$ cat config.mk
export PLATFORM = sky130hd
export DESIGN_NAME = neuron_frame_loader
export DESIGN_NICKNAME = d
export VERILOG_FILES = /design/src/rtl/nn_stream_pkg.sv /design/src/rtl/neuron_operand_bank.sv /design/src/rtl/neuron_frame_loader.sv
export SDC_FILE = /design/constraint.sdc
export NUM_CORES = 1
export LEC_CHECK = 0
export CAP_MARGIN = 10
export CORE_AREA = 5 5 123 113
export CTS_CLUSTER_SIZE = 14
export DETAILED_ROUTE_END_ITERATION = 7
export DIE_AREA = 0 0 128 118
export PLACE_DENSITY = 0.84
export SYNTH_ARGS = -nofsm -noshare
export SYNTH_HDL_FRONTEND = slang
export SYNTH_SLANG_ARGS = --single-unit
export TNS_END_PERCENT = 100
$ cat constraint.sdc
create_clock -name clk -period 3 [get_ports clk]
set_clock_uncertainty 0.15 [all_clocks]
set_input_delay 0.6 -clock clk [delete_from_list [all_inputs] [get_ports clk]]
set_output_delay 0.6 -clock clk [all_outputs]
set_load 0.005 [all_outputs]
$ cat src/rtl/nn_stream_pkg.sv
`default_nettype none
// ============================================================================
//  Package     : nn_stream_pkg
//  Description : Shared definitions for the neuron operand stream: frame
//                geometry, datapath widths, loader state encoding and
//                operand-bank select codes. Used by the stream source, the
//                loader and the testbench.
//  Revision    : 1.0 - initial release
// ============================================================================
package nn_stream_pkg;

  localparam int N_TAPS          = 8;
  localparam int DATA_W          = 8;
  localparam int RES_W           = 12;
  localparam int FULL_FRAME_LEN  = 2 * N_TAPS + 1;  // w1..w8, x1..x8, bias
  localparam int SHORT_FRAME_LEN = N_TAPS + 1;      // x1..x8, bias
  localparam int IDX_W           = $clog2(N_TAPS);

  typedef enum logic [2:0] {
    ST_IDLE   = 3'd0,
    ST_LOAD_W = 3'd1,
    ST_LOAD_X = 3'd2,
    ST_LOAD_B = 3'd3,
    ST_SETTLE = 3'd4,
    ST_OUT    = 3'd5
  } nfl_state_t;

  // Operand-bank write select
  localparam logic [1:0] SEL_W = 2'd0;
  localparam logic [1:0] SEL_X = 2'd1;
  localparam logic [1:0] SEL_B = 2'd2;

endpackage
`default_nettype wire

$ cat src/rtl/neuron_operand_bank.sv
`default_nettype none
// ============================================================================
//  Module      : neuron_operand_bank
//  Description : Register file holding one neuron operand frame (N_TAPS
//                weights, N_TAPS inputs, one bias) and presenting the weights
//                and inputs as flat buses, tap 1 in the least significant
//                byte.
//  Ports       : clk, rst_n        - clock, asynchronous active-low reset
//                i_we              - write enable for one byte
//                i_sel             - target array (SEL_W / SEL_X / SEL_B)
//                i_idx             - tap index within the W or X array
//                i_data            - byte to write
//                o_w_flat/o_x_flat - packed weights / inputs
//                o_bias            - bias byte
//  Revision    : 1.0 - initial release
// ============================================================================
module neuron_operand_bank #(
  parameter int N_TAPS = 8,
  parameter int DATA_W = 8
) (
  input  logic                       clk,
  input  logic                       rst_n,
  input  logic                       i_we,
  input  logic [1:0]                 i_sel,
  input  logic [$clog2(N_TAPS)-1:0]  i_idx,
  input  logic [DATA_W-1:0]          i_data,
  output logic [N_TAPS*DATA_W-1:0]   o_w_flat,
  output logic [N_TAPS*DATA_W-1:0]   o_x_flat,
  output logic [DATA_W-1:0]          o_bias
);
  import nn_stream_pkg::*;

  logic [DATA_W-1:0] r_w [N_TAPS];
  logic [DATA_W-1:0] r_x [N_TAPS];
  logic [DATA_W-1:0] r_bias;

  // Registers only move on an accepted byte, so the neuron sees stable
  // operands while the loader waits for its result.
  always_ff @(posedge clk or negedge rst_n) begin
    if (!rst_n) begin
      for (int i = 0; i < N_TAPS; i++) begin
        r_w[i] <= '0;
        r_x[i] <= '0;
      end
      r_bias <= '0;
    end else if (i_we) begin
      case (i_sel)
        SEL_W:   r_w[i_idx] <= i_data;
        SEL_X:   r_x[i_idx] <= i_data;
        SEL_B:   r_bias     <= i_data;
        default: ;
      endcase
    end
  end

  for (genvar g = 0; g < N_TAPS; g++) begin : g_pack
    assign o_w_flat[g*DATA_W +: DATA_W] = r_w[g];
    assign o_x_flat[g*DATA_W +: DATA_W] = r_x[g];
  end

  assign o_bias = r_bias;

endmodule
`default_nettype wire

$ cat src/rtl/neuron_frame_loader.sv
`default_nettype none
// ============================================================================
//  Module      : neuron_frame_loader
//  Description : Sequential front end for the combinational 8-input neuron.
//                Assembles a byte-stream frame (full: w,x,bias / short:
//                x,bias reusing stored weights) into operand registers,
//                waits one settle cycle, captures the neuron sum and returns
//                it over a valid/ready result handshake.
//  Ports       : clk, rst_n               - clock, async active-low reset
//                s_valid/s_ready/s_data   - operand byte stream
//                s_last                   - marks the bias byte
//                reuse_w                  - short-frame request (first byte)
//                w_flat/x_flat/bias       - operands to the neuron
//                nrn_out                  - neuron sum
//                m_valid/m_ready/m_data   - result handshake
//                w_loaded                 - stored weights are complete
//                frame_err                - one-cycle framing-error pulse
//  Revision    : 1.0 - initial release
// ============================================================================
module neuron_frame_loader #(
  parameter int N_TAPS = 8,
  parameter int DATA_W = 8,
  parameter int RES_W  = 12
) (
  input  logic                      clk,
  input  logic                      rst_n,
  input  logic                      s_valid,
  output logic                      s_ready,
  input  logic [DATA_W-1:0]         s_data,
  input  logic                      s_last,
  input  logic                      reuse_w,
  output logic [N_TAPS*DATA_W-1:0]  w_flat,
  output logic [N_TAPS*DATA_W-1:0]  x_flat,
  output logic [DATA_W-1:0]         bias,
  input  logic [RES_W-1:0]          nrn_out,
  output logic                      m_valid,
  input  logic                      m_ready,
  output logic [RES_W-1:0]          m_data,
  output logic                      w_loaded,
  output logic                      frame_err
);
  import nn_stream_pkg::*;

  localparam logic [IDX_W-1:0] LAST_IDX = IDX_W'(N_TAPS - 1);

  nfl_state_t       r_state;
  nfl_state_t       w_state_nxt;
  logic [IDX_W-1:0] r_idx;
  logic [IDX_W-1:0] w_idx_nxt;
  logic [IDX_W-1:0] w_bank_idx;
  logic [RES_W-1:0] r_m_data;
  logic             r_w_loaded;
  logic             r_frame_err;

  logic             w_s_ready;
  logic             w_m_valid;
  logic             w_accept;
  logic             w_err;
  logic             w_bank_we;
  logic [1:0]       w_bank_sel;
  logic             w_wl_set;
  logic             w_wl_clr;
  logic             w_capture;

  // --------------------------------------------------------------------------
  // State register and datapath registers
  // --------------------------------------------------------------------------
  always_ff @(posedge clk or negedge rst_n) begin
    if (!rst_n) begin
      r_state     <= ST_IDLE;
      r_idx       <= '0;
      r_m_data    <= '0;
      r_w_loaded  <= 1'b0;
      r_frame_err <= 1'b0;
    end else begin
      r_state     <= w_state_nxt;
      r_idx       <= w_idx_nxt;
      r_frame_err <= w_err;
      if (w_capture) begin
        r_m_data <= nrn_out;
      end
      if (w_wl_clr) begin
        r_w_loaded <= 1'b0;
      end else if (w_wl_set) begin
        r_w_loaded <= 1'b1;
      end
    end
  end

  // --------------------------------------------------------------------------
  // Next-state and control decode
  // --------------------------------------------------------------------------
  always_comb begin
    w_state_nxt = r_state;
    w_idx_nxt   = r_idx;
    w_s_ready   = 1'b0;
    w_m_valid   = 1'b0;
    w_accept    = 1'b0;
    w_err       = 1'b0;
    w_bank_we   = 1'b0;
    w_bank_sel  = SEL_W;
    w_bank_idx  = r_idx;
    w_wl_set    = 1'b0;
    w_wl_clr    = 1'b0;
    w_capture   = 1'b0;

    case (r_state)
      ST_IDLE: begin
        w_s_ready  = 1'b1;
        w_accept   = s_valid;
        w_bank_idx = '0;
        if (w_accept) begin
          w_bank_we = 1'b1;
          w_idx_nxt = IDX_W'(1);
          // reuse_w only counts when a complete weight set is stored
          if (reuse_w && r_w_loaded) begin
            w_bank_sel  = SEL_X;
            w_state_nxt = ST_LOAD_X;
          end else begin
            w_bank_sel  = SEL_W;
            w_state_nxt = ST_LOAD_W;
            w_wl_clr    = s_last;
          end
          w_err = s_last;
        end
      end

      ST_LOAD_W: begin
        w_s_ready = 1'b1;
        w_accept  = s_valid;
        if (w_accept) begin
          w_bank_we  = 1'b1;
          w_bank_sel = SEL_W;
          w_idx_nxt  = r_idx + IDX_W'(1);  // wraps to 0 after the last tap
          if (s_last) begin
            w_err    = 1'b1;
            w_wl_clr = 1'b1;
          end else if (r_idx == LAST_IDX) begin
            w_wl_set    = 1'b1;
            w_state_nxt = ST_LOAD_X;
          end
        end
      end

      ST_LOAD_X: begin
        w_s_ready = 1'b1;
        w_accept  = s_valid;
        if (w_accept) begin
          w_bank_we  = 1'b1;
          w_bank_sel = SEL_X;
          w_idx_nxt  = r_idx + IDX_W'(1);
          if (s_last) begin
            w_err = 1'b1;
          end else if (r_idx == LAST_IDX) begin
            w_state_nxt = ST_LOAD_B;
          end
        end
      end

      ST_LOAD_B: begin
        w_s_ready = 1'b1;
        w_accept  = s_valid;
        if (w_accept) begin
          w_bank_we  = 1'b1;
          w_bank_sel = SEL_B;
          if (!s_last) begin
            w_err = 1'b1;
          end else begin
            w_state_nxt = ST_SETTLE;
          end
        end
      end

      // Operands have been stable for a full cycle; sample the neuron.
      ST_SETTLE: begin
        w_capture   = 1'b1;
        w_state_nxt = ST_OUT;
      end

      ST_OUT: begin
        w_m_valid = 1'b1;
        if (m_ready) begin
          w_state_nxt = ST_IDLE;
        end
      end

      default: begin
        w_state_nxt = ST_IDLE;
        w_idx_nxt   = '0;
      end
    endcase

    // A framing error abandons the frame from any loading state.
    if (w_err) begin
      w_state_nxt = ST_IDLE;
      w_idx_nxt   = '0;
    end
  end

  // --------------------------------------------------------------------------
  // Operand storage
  // --------------------------------------------------------------------------
  neuron_operand_bank #(
    .N_TAPS (N_TAPS),
    .DATA_W (DATA_W)
  ) u_bank (
    .clk      (clk),
    .rst_n    (rst_n),
    .i_we     (w_bank_we),
    .i_sel    (w_bank_sel),
    .i_idx    (w_bank_idx),
    .i_data   (s_data),
    .o_w_flat (w_flat),
    .o_x_flat (x_flat),
    .o_bias   (bias)
  );

  assign s_ready   = w_s_ready;
  assign m_valid   = w_m_valid;
  assign m_data    = r_m_data;
  assign w_loaded  = r_w_loaded;
  assign frame_err = r_frame_err;

endmodule
`default_nettype wire
Yosys cells after proc, flatten, opt, wreduce, memory -nomap -nowiden
Index checks and enable logic that the tools add are counted.

Register bits: 156. Bits of input ports: 26. Output and inout port bits: 152.

Equality and inequality tests: 20. Muxes and demuxes: 47. Order comparisons: 2. Add/sub/neg operators: 1. Reduce and logical (&&, ||, !) cells: 13. Bitwise operators: 1.

Operators by type and width (count): 64-bit bitwise mux (2); 3-bit 2-to-1 mux (15); 3-bit inequality test, second input constant (10); 8-bit demux with 3-bit select (1); 1-bit 2-to-1 mux (21); 3-bit one-hot mux with 6 select lines (1); 10-bit AND reduction (1); 3-bit == test, second input constant (3); 3-bit one-hot mux with 3 select lines (1); 8-bit 2-to-1 mux (1); 3-bit by 2-bit == test with 1-bit output, second input constant (2); 2-bit one-hot mux with 3 select lines (1); 2-bit AND reduction (3); 4-bit greater-or-equal comparator, second input constant (1); 4-bit by 1-bit less-than comparator with 1-bit output, second input constant (1); 2-bit 2-to-1 mux (2); 3-bit NOT with 4-bit output (1); 4-bit OR reduction (1); 3-bit by 1-bit adder with 3-bit output, second input constant (1); 3-bit by 1-bit == test with 1-bit output, second input constant (1); 3-bit logical NOT (1); 3-bit by 1-bit inequality test with 1-bit output, second input constant (1); 1-bit one-hot mux with 3 select lines (1); 3-bit AND reduction (1); other kinds (9) (10).

Logic depth before layout (Yosys ltp)
Gate-level depths: netlist (run 1).

Word-level depth: 8. Mapped depth: 6. Depth with buffers taken out: 6.

By module
Synthesis (run 1) repeated with hierarchy kept, for this count alone.

Cell total of the unflattened synthesis: 407. Area, all modules: 6224.7 µm².

By module, submodules not included: neuron_operand_bank (cells each 309, area each 5178.7 µm², seq. area each 3403.3 µm², instances 1); neuron_frame_loader (cells each 98, area each 1046.0 µm², seq. area each 500.5 µm², instances 1).

Worst setup path before layout (run 1)
Ideal clock, no wire load.

Path type: in2reg. From: in s_valid. To: reg u_bank.r_x, in the netlist u_bank.o_x_flat[16]. Path buffers: 1. Data required time: 2.725 ns. Path slack: 0.944 ns. Cell stages on the path: 5. Arrival: 1.781 ns. Cells stage by stage: nand2b_2 nor4_1 and2_1 buf_2 mux2_2.

Longest elaborated chain between the ends: 4. Elaborated cells between the ends (all ways): 8.

RTL lines: from (decl) (line neuron_frame_loader.sv:27) `input logic s_valid,`; 1-bit 2-to-1 mux (tied with other cells); 2-bit one-hot mux with 3 select lines (line neuron_frame_loader.sv:107) `case (r_state)`; 2-bit by 1-bit == test with 1-bit output (line neuron_operand_bank.sv:47) `case (i_sel)`; 2-bit AND reduction (no source line) *; to (signal, indexed assignment) (line neuron_operand_bank.sv:49) `SEL_X: r_x[i_idx] <= i_data;`; to (decl) (line neuron_operand_bank.sv:34) `logic [DATA_W-1:0] r_x [N_TAPS];`.

Every way passes the cells marked *; elsewhere a longest branch is shown, timed or not. A chain may end at the register's enable or synchronous reset.

Final worst setup path (run 1)
From: reg r_state[0]. To: out m_valid.

Longest elaborated chain between the ends: 2.

RTL lines: from (decl) (line neuron_frame_loader.sv:46) `nfl_state_t r_state;`; from (signal assigned) (line neuron_frame_loader.sv:76) `r_state <= w_state_nxt;`; 3-bit == test (line neuron_frame_loader.sv:107); 1-bit 2-to-1 mux (line neuron_frame_loader.sv:107); to (decl) (line neuron_frame_loader.sv:36) `output logic m_valid,`.

No other way between the ends.

==> impl_metrics.yaml, run 1 <==
route:
  final_antenna_net_count: 0
  drt_iter0_drc: 285
  post_drt_wl_per_cell_um: 21.21
  vias_per_cell: 5.353
  wirelength_um: 16160
  route.vias.total: 4079
  drcViolationCount: 0
  first_pass_iters: 4
final_layout:
  drive_gt1_share_pct: 32.44
  final_core_util_pct: 70.11
  final_cell_mix: "clkdlybuf4s50_1, dfrtp_1, mux2_2, clkbuf_16, nand2_1"
  fin_cells: 762
  final_common_cell: "clkdlybuf4s50_1"
  diodes: 0
  fill_cells: 856
  nets: 615
  areaGrowthSynthToFinish_pct: 40.99
placed_design:
  place_congestion: 0.8439
  place_ws_ns: 0.2688
  io_buffer_count: 177
  place_inst: 732
  hpwl_um: 11310
worst_setup_path:
  r2r_start: "r_state[0]"
  critPathKind: "flip-flop to output port"
  crit_chain: "nand2b_1 > nor2_1 > clkdlybuf4s50_1"
  max_stage_delay_ns: 0.66
  critPathSlowestCell: "dfrtp_1"
  end_kind: "output port"
  required_ns: 2.25
  cp_max_fo: 16
  crit_start: "r_state[0]"
  start_kind: "flip-flop"
  cp.arrival_ns: 2.00
cts:
  postCtsHoldBufs: 0
  path_clk_slew_ns: 0.06
  clock_sinks: 156
  cts_buffers: 17
  htreeDepth: 4
  clk_path_buf_depth: 2
  cts_resized: 0
  clk_latency_ns: 0.42
  ctsRootBufferMaster: "clkbuf_16"
  cts_tree: "built"
  postCtsSetupBuffers: 0
global_routing:
  grt_pass1_wl_um: 25580
  grt_pass1_vias: 4480
  track_usage_pct: 22.15
  grt.overflow.total: 0
  grt_max_degree: 65
  antenna_found_initial: 0
sta:
  finalSetupViolCount: 0
  drv_slew: 0
  whs_ns: -0.007996
  hold_viol_final: 12
  rsz0062_at_grt: "false"
  max_freq_ghz: 0.3641
  fin_ws_ns: 0.2534
  worst_pin_slew_ns: 0.9858
  relSlewSlack_pct: 34.07
  period_minus_slack_ns: 2.747
  final.setup.tns_ns: 0
  period_share_pct: 91.55
floorplan:
  row_count: 39
  die_height_um: 118
  ios: 178
  core_sq_mm: 0.01249
  start_util_pct: 49.73
  dieWidth_um: 128
  die-area_sq_mm: 0.01510
logic_synthesis:
  syn_avg_cell_area_sq_um: 15.45
  synth_edf_count: 0
  ys_seq_elements: 156
  ys.warnings.count: 0
  yosysUniqueCellTypes: 40
  synth-seq-area-share_pct: 62.84
  synthArstFlopShare_pct: 100.0
  syn_nets: 430
  synth-main-ff-cell: "dfrtp_1"
  synthCells: 402
  synth_area_sq_mm: 0.006212
pwr:
  powerDensity_mw_per_mm2: 712.1
  leakagePower_nw: 4.111
  ir_drop_mv: 0.5192
run:
  max_cap_viol_count: 0
outcome:
  status: "complete, but fails checks"
  violations: "negative hold slack"
hold_path:
  hold_path_class: "input pin to asynchronous set/reset pin"
## critical path, delay by kind of cell (launching register included)
kind	cells	cell delay (ns)
and+or+nand+nor	2	0.39
DFF	1	0.66
buffers and inverters	1	0.53
## Yosys cell counts (2+ instances only)
| cell type | number | share of area [%] |
|---|---|---|
| a21oi_1 | 3 | 0.24 |
| a32oi_1 | 2 | 0.28 |
| and3_1 | 5 | 0.50 |
| and3_4 | 2 | 0.36 |
| and3b_1 | 2 | 0.28 |
| buf_2 | 2 | 0.16 |
| buf_6 | 6 | 1.1 |
| clkbuf_1 | 12 | 0.73 |
| clkbuf_2 | 2 | 0.16 |
| dfrtp_1 | 156 | 63 |
| ha_1 | 2 | 0.40 |
| inv_1 | 5 | 0.30 |
| mux2_1 | 5 | 0.91 |
| mux2_2 | 143 | 26 |
| mux2i_1 | 3 | 0.48 |
| nand2_1 | 12 | 0.73 |
| nand2b_1 | 4 | 0.40 |
| nand3_2 | 2 | 0.32 |
| nor2_1 | 5 | 0.30 |
| nor2b_1 | 2 | 0.20 |
| o21ai_0 | 6 | 0.48 |
| o22ai_1 | 2 | 0.20 |
| o31ai_1 | 2 | 0.24 |
## worst paths after layout
path	to	slack (ns)	cells after the start
setup / recovery	m_valid	0.25	3
hold / removal	u_bank.o_x_flat[18]	-0.008	1
setup reg to reg	u_bank.o_w_flat[13]	0.62	5
hold reg to reg	u_bank.o_x_flat[31]	0.34	1
max in group asynchronous	m_data[8]	1.96	2
min in group clk	u_bank.o_x_flat[31]	0.34	1
## flip-flops by register name (all words and copies together) (netlist names)
| signal | cells |
|---|---|
| w_loaded | 1 |
| m_data | 12 |
| u_bank.o_w_flat | 64 |
| r_state | 3 |
| r_idx | 3 |
| u_bank.o_x_flat | 64 |
| frame_err | 1 |
| u_bank.o_bias | 8 |
## cells by family (layout without fill, tap and decap cells)
family	after synthesis	in the layout	synth area share (%)
compound gates	20	20	2.417
xor+xnor	1	1	0.1410
fa+ha+maj	2	2	0.4028
buf+inv	27	223	2.437
flops	156	156	62.84
mux	151	151	27.31
simple gates	45	45	4.451
## power by group
part | total (W) | leakage (nW) | internal (W) | switching [W]
sequential | 0.00272 | 2.11 | 0.00245 | 0.000271
combinational | 0.00134 | 1.70 | 0.000878 | 0.000460
clock | 0.00218 | 0.295 | 0.00138 | 0.000794
total | 0.00624 | 4.11 | 0.00471 | 0.00153
## layer usage
layer	wire (um)	share of wire [%]	vias to the layer above	global-route usage (%)
met5	0	0	-	0
li1	-	-	1806	-
met2	8196	51	158	36.42
met4	326	2.0	0	7.958
met1	6536	40	2090	27.47
met3	1102	6.8	25	6.942
## area by class of cell
class / instances / area (sq um) / area share (%)
multi-input combinational: 219 / 2162 / 24.69
tap: 164 / 205.2 / 2.343
clock buffer: 23 / 488.0 / 5.571
inverter: 5 / 18.77 / 0.2143
timing repair buffer: 188 / 1868 / 21.33
sequential: 156 / 3904 / 44.57
clock inverter: 7 / 112.6 / 1.286
## per-stage QoR
step	hold WS, ns	cell area, sq um	total power [W]
final	-0.007996	8758	0.006237
after global routing	0.02767	8758	0.006506
after CTS	0.003104	8758	0.006297
after detailed placement	0.3305	8158	0.004100
after global placement	0.3194	8158	0.004030
after floorplan	0.1544	6212	0.003156
Power figures use the tool's default switching activity.
==> run 2, diff against run 1 <==
--- a/config.mk
+++ b/config.mk
@@ -13,5 +13,6 @@
 export PLACE_DENSITY = 0.84
 export SYNTH_ARGS = -nofsm -noshare
 export SYNTH_HDL_FRONTEND = slang
+export SYNTH_HIERARCHICAL = 1
 export SYNTH_SLANG_ARGS = --single-unit
 export TNS_END_PERCENT = 100
==> run 2 against run 1 <==
  * The flow now finishes without violations
  * Critical path depth stayed put
  * Hold slack better by 0.34 ns
  * Register-to-register slack worse by 0.24 ns
==> impl_metrics.yaml, run 2 <==
outcome:
  status: "finished clean"
sta:
  period_share_pct: 91.27
  finalSetupViolCount: 0
  max_freq_ghz: 0.3652
  worst_pin_slew_ns: 0.9368
  whs_ns: 0.3334
  rsz0062_at_grt: "false"
  final.setup.tns_ns: 0
  drv_slew: 0
  period_minus_slack_ns: 2.738
  hold_viol_final: 0
  relSlewSlack_pct: 37.35
logic_synthesis:
  synth_edf_count: 0
  synth-seq-area-share_pct: 62.71
  syn_nets: 435
  synth_area_sq_mm: 0.006225
  synthArstFlopShare_pct: 100.0
  synth_top_area_share_pct: 62.71
  synth.area.top_cells: "dfrtp_1, mux2_2, mux2_1"
  synth_common_cells: "dfrtp_1, mux2_2, mux2_1, nand2_1"
  synthCells: 407
  synth_most_common_cell: "dfrtp_1"
  ys_seq_elements: 156
  yosysTopAreaCell: "dfrtp_1"
  syn_avg_cell_area_sq_um: 15.29
  yosysUniqueCellTypes: 41
  ys.warnings.count: 6
  synth-main-ff-cell: "dfrtp_1"
cts:
  path_clk_slew_ns: 0.06
  clock_sinks: 156
  cts_resized: 0
  postCtsSetupBuffers: 0
  clk_path_buf_depth: 2
  cts_buffers: 17
  htreeDepth: 4
  clk_latency_ns: 0.41
  cts_tree: "built"
  ctsRootBufferMaster: "clkbuf_16"
worst_setup_path:
  r2r_start: "r_state[0]"
  required_ns: 2.25
  crit_start: "r_state[0]"
  r2r_cells: 5
  worstSetupPathDepth: 3
  cp_num_buf_inv: 2
  r2r_slack_ns: 0.38
  cp.arrival_ns: 1.99
  start_kind: "flip-flop"
  critPathSlowestCell: "dfrtp_1"
  crit_chain: "inv_2 > nor3_1 > clkdlybuf4s50_1"
  critPathKind: "flip-flop to output port"
  crit_family: "buffers and inverters"
  cp_max_fo: 12
  crit_end: "m_valid"
  max_stage_delay_ns: 0.64
  end_kind: "output port"
  r2r-end: "u_bank/o_w_flat[10]"
final_layout:
  final_cell_mix: "clkdlybuf4s50_1, dfrtp_1, mux2_2, mux2_1"
  fin_area_sq_mm: 0.008966
  diodes: 0
  nets: 636
  ff_latch_area_sq_mm: 0.003904
  drive_gt1_share_pct: 30.76
  multiInputGateArea_sq_mm: 0.002212
  areaGrowthSynthToFinish_pct: 44.04
  fin_cells: 785
  final_common_cell: "clkdlybuf4s50_1"
  fill_cells: 865
floorplan:
  start_util_pct: 49.83
  row_count: 39
  die-area_sq_mm: 0.01510
  dieWidth_um: 128
  die_height_um: 118
  ios: 178
  core_sq_mm: 0.01249
placed_design:
  io_buffer_count: 177
  place_inst: 752
  placed_area_sq_mm: 0.008337
  hpwl_um: 11310
  place_congestion: 0.8714
pwr:
  ir_drop_mv: 0.5622
  powerDensity_mw_per_mm2: 785.9
  leakagePower_nw: 4.221
  power_w: 0.007046
run:
  max_cap_viol_count: 0
route:
  wirelength_um: 16430
  drcViolationCount: 0
  final_antenna_net_count: 0
  drt_iter0_drc: 281
  first_pass_iters: 4
  route.vias.total: 4111
  post_drt_wl_per_cell_um: 20.92
  vias_per_cell: 5.237
global_routing:
  grt.overflow.total: 0
  grt_max_degree: 62
  antenna_found_initial: 0
  grt_pass1_wl_um: 25990
  track_usage_pct: 22.45
  grt_pass1_vias: 4464
hold_path:
  hold_path_class: "flip-flop to flip-flop"
run 2: area by class of cell:
| type | instances | area share, % |
|---|---|---|
| repair buffers | 199 | 22.34 |
| inverters | 6 | 0.2512 |
| clock inverters | 10 | 1.507 |
| multi-input cells | 228 | 24.67 |
| flip-flops and latches | 156 | 43.54 |
| well taps | 164 | 2.289 |
| clock buffers | 22 | 5.400 |
run 2: how the worst min path moves through the flow:
stage | startpoint | end | slack [ns] | depth (start not counted)
final | m_data[11] | m_data[11] | 0.33 | 1
after CTS | m_data[1] | m_data[1] | 0.34 | 1
after floorplan | rst_n | frame_err | 0.15 | 0
after global routing | m_data[4] | m_data[4] | 0.36 | 1
after detailed placement | m_data[1] | m_data[1] | 0.33 | 1
after global placement | m_data[7] | m_data[7] | 0.32 | 1
run 2: where the power goes:
group / total [W] / switching [W] / internal, W
sequential: 0.00285 / 0.000295 / 0.00256
clock: 0.00222 / 0.000823 / 0.00140
combinational: 0.00197 / 0.000730 / 0.00125
total: 0.00705 / 0.00185 / 0.00520
run 2: logic make-up (layout without fill, tap and decap cells):
group	count (synthesis)	in the layout	share of synthesized area, %
xor gates and xnor gates	2	2	0.2815
and+or+nand+nor	51	51	5.246
AOI/OAI and AO/OA	22	22	2.352
buffers and inverters	23	237	1.749
adders and majority gates	2	2	0.4019
DFF	156	156	62.71
muxes	151	151	27.26
run 2: what timing repair did:
action,in CTS,in global routing
endpoints found under the hold margin,39,0
endpoints found under the setup margin,0,0
hold buffers,1,0
run 2: layer usage:
layer	track usage, %	routed length, um	vias to the layer above
li1	-	-	1836
met3	7.350	1074	13
met1	28.79	6811	2142
met2	36.49	8381	120
met4	6.366	157	0
met5	0	0	-
run 2: metrics by stage:
| step | utilization, % | worst slack, ns |
|---|---|---|
| after global placement | 66.74 | 0.1581 |
| final | 71.77 | 0.2620 |
| after floorplan | - | 0.5163 |
| after detailed placement | 66.74 | 0.09010 |
| after CTS | 71.77 | 0.2686 |
| after global routing | 71.77 | 0.1403 |
run 2: worst register-to-register path, cell delays in order, from the launching register on:
cell	delay (ns)
dfrtp_1	0.64
nor3_1	0.16
nor2b_1	0.54
nor2b_1	0.31
nand2_1	0.32
mux2_2	0.38
